[config.mk]
export PLATFORM = sky130hd
export DESIGN_NAME = debug_frame_tx
export DESIGN_NICKNAME = d
export VERILOG_FILES = /design/src/rtl/debug_frame_tx.sv
export SDC_FILE = /design/constraint.sdc
export NUM_CORES = 1
export LEC_CHECK = 0
export CAP_MARGIN = 20
export CORE_ASPECT_RATIO = 0.6
export CORE_UTILIZATION = 47
export CTS_BUF_LIST = sky130_fd_sc_hd__clkbuf_2 sky130_fd_sc_hd__clkbuf_4 sky130_fd_sc_hd__clkbuf_8
export CTS_CLUSTER_DIAMETER = 200
export DETAILED_ROUTE_END_ITERATION = 10
export PLACE_DENSITY = 0.75
export SYNTH_ARGS = -nofsm -noshare
export SYNTH_HDL_FRONTEND = slang
export SYNTH_SLANG_ARGS = --single-unit
export TNS_END_PERCENT = 20
[constraint.sdc]
create_clock -name clk -period 42.9 [get_ports clk]
set_clock_uncertainty 0.15 [all_clocks]
set_input_delay 4.29 -clock clk [delete_from_list [all_inputs] [get_ports clk]]
set_output_delay 4.29 -clock clk [all_outputs]
set_load 0.03 [all_outputs]
[src/rtl/debug_frame_tx.sv]
// Serialises a snapshot of the MIPS pc and pipeline latches into a UART byte frame.
// Define DEBUG_FRAME_CHECKSUM_EN to append an XOR checksum trailer after the payload.
module debug_frame_tx #(
  parameter int LEN    = 32,
  parameter int NB_L12 = 8,
  parameter int NB_L23 = 16,
  parameter int NB_L34 = 16,
  parameter int NB_L45 = 12
) (
  input  logic                  clk,
  input  logic                  reset,
  input  logic                  start,
  input  logic [LEN-1:0]        pc,
  input  logic [NB_L12*8-1:0]   Latches_1_2,
  input  logic [NB_L23*8-1:0]   Latches_2_3,
  input  logic [NB_L34*8-1:0]   Latches_3_4,
  input  logic [NB_L45*8-1:0]   Latches_4_5,
  input  logic                  tx_done,
  output logic                  tx_start,
  output logic [7:0]            data_out,
  output logic                  busy,
  output logic                  done
);

  // LEN is expected to be a whole number of bytes
  localparam int P      = LEN / 8 + NB_L12 + NB_L23 + NB_L34 + NB_L45;
  localparam int SNAP_W = P * 8;
  localparam int CNT_W  = $clog2(P + 3);
  localparam int IDX_W  = $clog2(SNAP_W);
`ifdef DEBUG_FRAME_CHECKSUM_EN
  localparam int LAST   = P + 1;
`else
  localparam int LAST   = P;
`endif

  typedef enum logic [1:0] {IDLE, SEND, WAIT, FINISH} state_t;

  state_t             state;
  logic [CNT_W-1:0]   byte_cnt;
  logic [SNAP_W-1:0]  snapshot;
  logic [IDX_W-1:0]   payload_base;
  logic [7:0]         cur_byte;
  logic               is_payload;
`ifdef DEBUG_FRAME_CHECKSUM_EN
  logic [7:0]         checksum;
`endif

  // Counter 0 is the header, 1..P walk the snapshot from its top byte downwards
  always_comb begin
    is_payload   = (byte_cnt != '0) && (int'(byte_cnt) <= P);
    payload_base = '0;
    if (is_payload)
      payload_base = IDX_W'(SNAP_W - 8 * int'(byte_cnt));
    if (byte_cnt == '0)
      cur_byte = 8'hA5;
`ifdef DEBUG_FRAME_CHECKSUM_EN
    else if (byte_cnt == CNT_W'(LAST))
      cur_byte = checksum;
`endif
    else
      cur_byte = snapshot[payload_base +: 8];
  end

  always_ff @(posedge clk or posedge reset) begin
    if (reset) begin
      state    <= IDLE;
      tx_start <= 1'b0;
      data_out <= 8'h00;
      busy     <= 1'b0;
      done     <= 1'b0;
      byte_cnt <= '0;
      snapshot <= '0;
`ifdef DEBUG_FRAME_CHECKSUM_EN
      checksum <= 8'h00;
`endif
    end else begin
      tx_start <= 1'b0;
      done     <= 1'b0;
      case (state)
        IDLE: begin
          byte_cnt <= '0;
          if (start) begin
            snapshot <= {pc, Latches_1_2, Latches_2_3, Latches_3_4, Latches_4_5};
`ifdef DEBUG_FRAME_CHECKSUM_EN
            checksum <= 8'h00;
`endif
            busy     <= 1'b1;
            state    <= SEND;
          end
        end
        SEND: begin
          tx_start <= 1'b1;
          data_out <= cur_byte;
`ifdef DEBUG_FRAME_CHECKSUM_EN
          if (is_payload)
            checksum <= checksum ^ cur_byte;
`endif
          state    <= WAIT;
        end
        // data_out is left untouched here so the UART sees a stable byte
        WAIT: begin
          if (tx_done) begin
            if (byte_cnt == CNT_W'(LAST)) begin
              done  <= 1'b1;
              state <= FINISH;
            end else begin
              byte_cnt <= byte_cnt + 1'b1;
              state    <= SEND;
            end
          end
        end
        FINISH: begin
          busy  <= 1'b0;
          state <= IDLE;
        end
        default: begin
          busy  <= 1'b0;
          state <= IDLE;
        end
      endcase
    end
  end

endmodule

== After elaboration in Yosys (flattened, before gate mapping) ==
Index checks and enable logic that the tools add are counted.
Cells by class
  $add $sub $neg: 2
  divide/modulo/power cells: 0
  bitwise logic cells: 0
  shift-type cells: 1
  eq/ne operators: 7
  multipliers: 0
  multiplexer cells: 15
  magnitude comparators: 1
  reduce and logical (&&, ||, !) cells: 10
Operator list (count)
  448-bit by 10-bit indexed part select with 8-bit output: 1
  6-bit 2-to-1 mux: 2
  6-bit one-hot mux with 2 select lines: 1
  9-bit 2-to-1 mux: 1
  9-bit subtractor (first input constant): 1
  8-bit 2-to-1 mux: 1
  2-bit one-hot mux with 4 select lines: 1
  6-bit by 1-bit adder with 6-bit output (second input constant): 1
  6-bit == test (second input constant): 1
  6-bit less-or-equal comparator (second input constant): 1
  6-bit logical NOT: 1
  2-bit 2-to-1 mux: 3
  2-bit != test (second input constant): 3
  2-bit AND reduction: 3
  6-bit nonzero test: 1
  1-bit 2-to-1 mux: 5
  2-bit == test (second input constant): 2
  2-bit nonzero test: 2
  3-bit AND reduction: 1
  2-bit by 1-bit == test with 1-bit output (second input constant): 1
  2-bit logical NOT: 1
  1-bit one-hot mux with 2 select lines: 1
  1-bit logical AND: 1
Storage, ports and cells
  latch bits: 0
  input port bits: 452
  memory bits (writable): 0
  output and inout bits: 11
  memories kept: 0
  logic and storage cells: 43
  bits in read-only memories: 0
  register bits after elaboration: 467

== Depth between registers and ports, before layout ==
  depth in word-level cells: 5
  gate-level depth with buffers: 17
  depth with buffers taken out: 10

== Worst setup path before layout ==
No wires, ideal clock.
  path kind: in2reg
  from: in start
  to: reg snapshot[182]
  library setup time: 0.125 ns
  arrival time: 5.646 ns
  buffers on the path: 3
  required time: 42.625 ns
  stages: 5
  path slack: 36.979 ns
  cells stage by stage: and2_1 clkbuf_1 clkbuf_1 buf_1 mux2_2
Between the ends
  longest elaborated chain between the ends: 1
Ends and longest elaborated chain
  from (decl): RTL line 12  | input logic start,
  2-bit AND reduction (no line)
  to (signal assigned): RTL line 83  | snapshot <= {pc, Latches_1_2, Latches_2_3, Latches_3_4, Latches_4_5};
  to (decl): RTL line 40  | logic [SNAP_W-1:0] snapshot;
No other way between the ends.
A chain may end at the register's enable or synchronous reset.

== Worst setup path after layout ==
  from: in start
  to: reg snapshot[196]
Same word-level chain as after synthesis.

==> results.py <==
metrics = {
    "placement": {
        "dpl_cell_area_um2": 26770,
        "port_buffers": 462,
        "routabilityCongestion": 0.9741,
        "place_worst_setup_slack_ns": 34.85,
        "dp_hpwl_um": 48860,
    },
    "critical_path": {
        "worst-endpoint-required_ns": 43.24,
        "worstPathArrival_ns": 7.88,
        "critPathMaxFanout": 157,
        "worst_r2r_path_depth": 13,
        "cp-end-kind": "register",
        "critPathKind": "in2reg",
        "cp-start-kind": "input port",
    },
    "sta": {
        "setup_slack_ns": 35.36,
        "hold_viol_final": 0,
        "finalSetupViolations": 0,
        "fin_crit_sh_pct": 17.58,
        "worstMarginPinSlew_ns": 1.060,
        "fmax_mhz": 132.6,
        "maxSlewHeadroom_pct": 29.31,
        "fin_setup_tns_ns": 0,
        "period_needed_ns": 7.541,
        "maxSlewViolCount": 0,
        "rsz0062_at_grt": "false",
    },
    "yosys": {
        "synth_ff_type": "dfrtp_1",
        "synth_xor_area_share_pct": 0.2430,
        "ys_seq_area_share_pct": 54.03,
        "synth.largest_area_cell": "dfrtp_1",
        "synth_cells": 1693,
        "synth.ff_latch_count": 467,
        "synth_top_family_by_area": "multiplexers",
        "syn_nets": 2147,
        "avgSynthCellArea_um2": 12.78,
        "synthTopCellsByArea": "dfrtp_1 (54%), mux2_2 (24%), mux2i_1 (2.5%), nand2_1 (2.2%), mux4_2 (2.1%)",
        "synthArstFlopShare_pct": 100.0,
        "netlist.area_leader.share_pct": 54.03,
        "synth_compound_area_share_pct": 9.111,
        "synth_top_cells_by_count": "dfrtp_1 (467), mux2_2 (455), nand2_1 (125)",
        "synth_adder_area_share_pct": 0.1157,
        "synth-simple-area-share_pct": 5.530,
        "synth_most_common_cell": "dfrtp_1",
        "synth_mux_area_share_pct": 28.27,
        "ys_warn_count": 0,
        "synth-edff-count": 0,
        "synth_cell_types": 67,
        "synthesis.area_um2": 21630,
    },
    "routing": {
        "ant_nets": 0,
        "vias": 16180,
        "route.detailed.drc": 0,
        "drt_iter0_drc": 1490,
        "vias_per_cell": 5.742,
        "wirelength_um": 69340,
        "wl_per_cell_um": 24.60,
        "drtPass1Iterations": 6,
    },
    "cts": {
        "postCtsSetupBuffers": 0,
        "cts_resized": 0,
        "clock_latency_ns": 0.63,
        "clk_path_buf_depth": 3,
        "cts_sinks": 467,
        "clk_transition_reported_paths_ns": 0.06,
        "cts_tree": "built",
        "cts_htree_levels": 3,
        "cts_hold_buf": 0,
        "cts_buffers": 72,
        "cts-root-buf": "clkbuf_8",
    },
    "power_and_ir_drop": {
        "powerDensity_nw_per_um2": 74.74,
        "leakage_nw": 11.34,
        "ir_drop_mv": 0.04246,
    },
    "floorplan": {
        "num_rows": 60,
        "die_area_um2": 46910,
        "die_w_um": 279.0,
        "die_h_um": 168.2,
        "core_area_um2": 45120,
        "start_util_pct": 47.94,
        "boundaryPins": 463,
    },
    "final_layout": {
        "finalNetCount": 2588,
        "drive_gt1_share_pct": 29.84,
        "fin_area_um2": 28390,
        "area_growth_pct": 31.24,
    },
    "job": {
        "maxCapViolCount": 0,
    },
    "min_path": {
        "worst_hold_path.num_cells": 1,
        "worstHoldPathType": "reg2reg",
    },
    "global_routing": {
        "grt_pass1_wl_um": 103200,
        "grt_max_degree": 158,
        "gr-total-overflow": 0,
        "antenna_found_initial": 19,
        "grt_pass1_vias": 16690,
        "grt_usage_pct": 29.41,
    },
    "outcome": {
        "status": "finished clean",
    },
}
[power by group]
group,switching (mW),internal (mW)
Clock,0.179,0.218
Combinational,0.494,0.438
Sequential,0.128,0.664
Total,0.801,1.32
[worst max-delay path, cell delays in order]
cell	delay [ns]
clkdlybuf4s50_1	0.50
and2_4	0.78
buf_4	0.89
buf_12	0.55
mux2_2	0.42
[metal layers]
layer | vias up | share of wire (%) | GRT usage, % | wire length, um
li1 | 7144 | - | - | -
met3 | 136 | 9.2 | 8.881 | 6352
met1 | 8203 | 44 | 41.85 | 30730
met4 | 10 | 2.9 | 9.795 | 1996
met2 | 689 | 44 | 42.85 | 30190
met5 | - | 0.095 | 0 | 66
[stage by stage]
stage	total power [mW]	instances	util, %	hold WS, ns
5_1_grt	2.234	2815	62.90	0.3648
3_5_place_dp	1.720	2678	59.33	0.3391
3_3_place_gp	1.684	2678	59.33	0.3346
6_report	2.122	2818	62.92	0.3518
4_1_cts	2.120	2803	62.72	0.3529
2_1_floorplan	1.394	1693	-	0.3216
[cells by family (layout without fill, tap and decap cells)]
family	count (synthesis)	in the layout
multiplexers	529	529
flip-flops	467	467
AO/OA/AOI/OAI	287	287
AND/OR/NAND/NOR	269	269
buffers and inverters	133	625
XOR/XNOR	6	6
adder cells (fa/ha/maj)	2	2
other	0	13
[sequential cells by signal (all words and copies together) (netlist names)]
signal	cells
snapshot	448
done	1
data_out	8
tx_start	1
byte_cnt	6
busy	1
state	2
[area by class of cell]
class | count | area (um2)
antenna | 13 | 32.53
clock buffer | 115 | 1439
clock inverter | 10 | 90.09
fill | 3447 | 16730
inverter | 8 | 37.54
multi-input combinational | 1093 | 9420
sequential | 467 | 11690
tap | 620 | 775.7
timing repair buffer | 492 | 4902
[placed cells by master (no fill, tap or decap), drive strengths merged, types with 5 or more instances in the layout]
cell type,n
dfrtp,467
clkdlybuf4s50,462
mux2,455
nand2,125
clkbuf,115
a21oi,67
nor2,55
mux2i,54
o21ai,48
nand3,44
o22ai,36
buf,30
mux4,20
a211oi,18
a31oi,16
a221oi,16
o221ai,15
diode,13
o211ai,12
a221o,10
or3,9
nor3,7
inv,7
o21a,6
clkinvlp,6
nand2b,6
nor2b,5
a2111oi,5
[worst paths after layout]
path                                       to           from  slack [ns]
max in group asynchronous        snapshot[45]          reset       36.39
worst max register to register    data_out[5]    byte_cnt[0]       37.56
worst min register to register  snapshot[417]  snapshot[417]        0.35
worst max-delay path            snapshot[196]          start       35.36
worst min-delay path            snapshot[417]  snapshot[417]        0.35
min in group asynchronous       snapshot[430]          reset        4.05
Note: power is estimated with default switching activity, not from simulation.
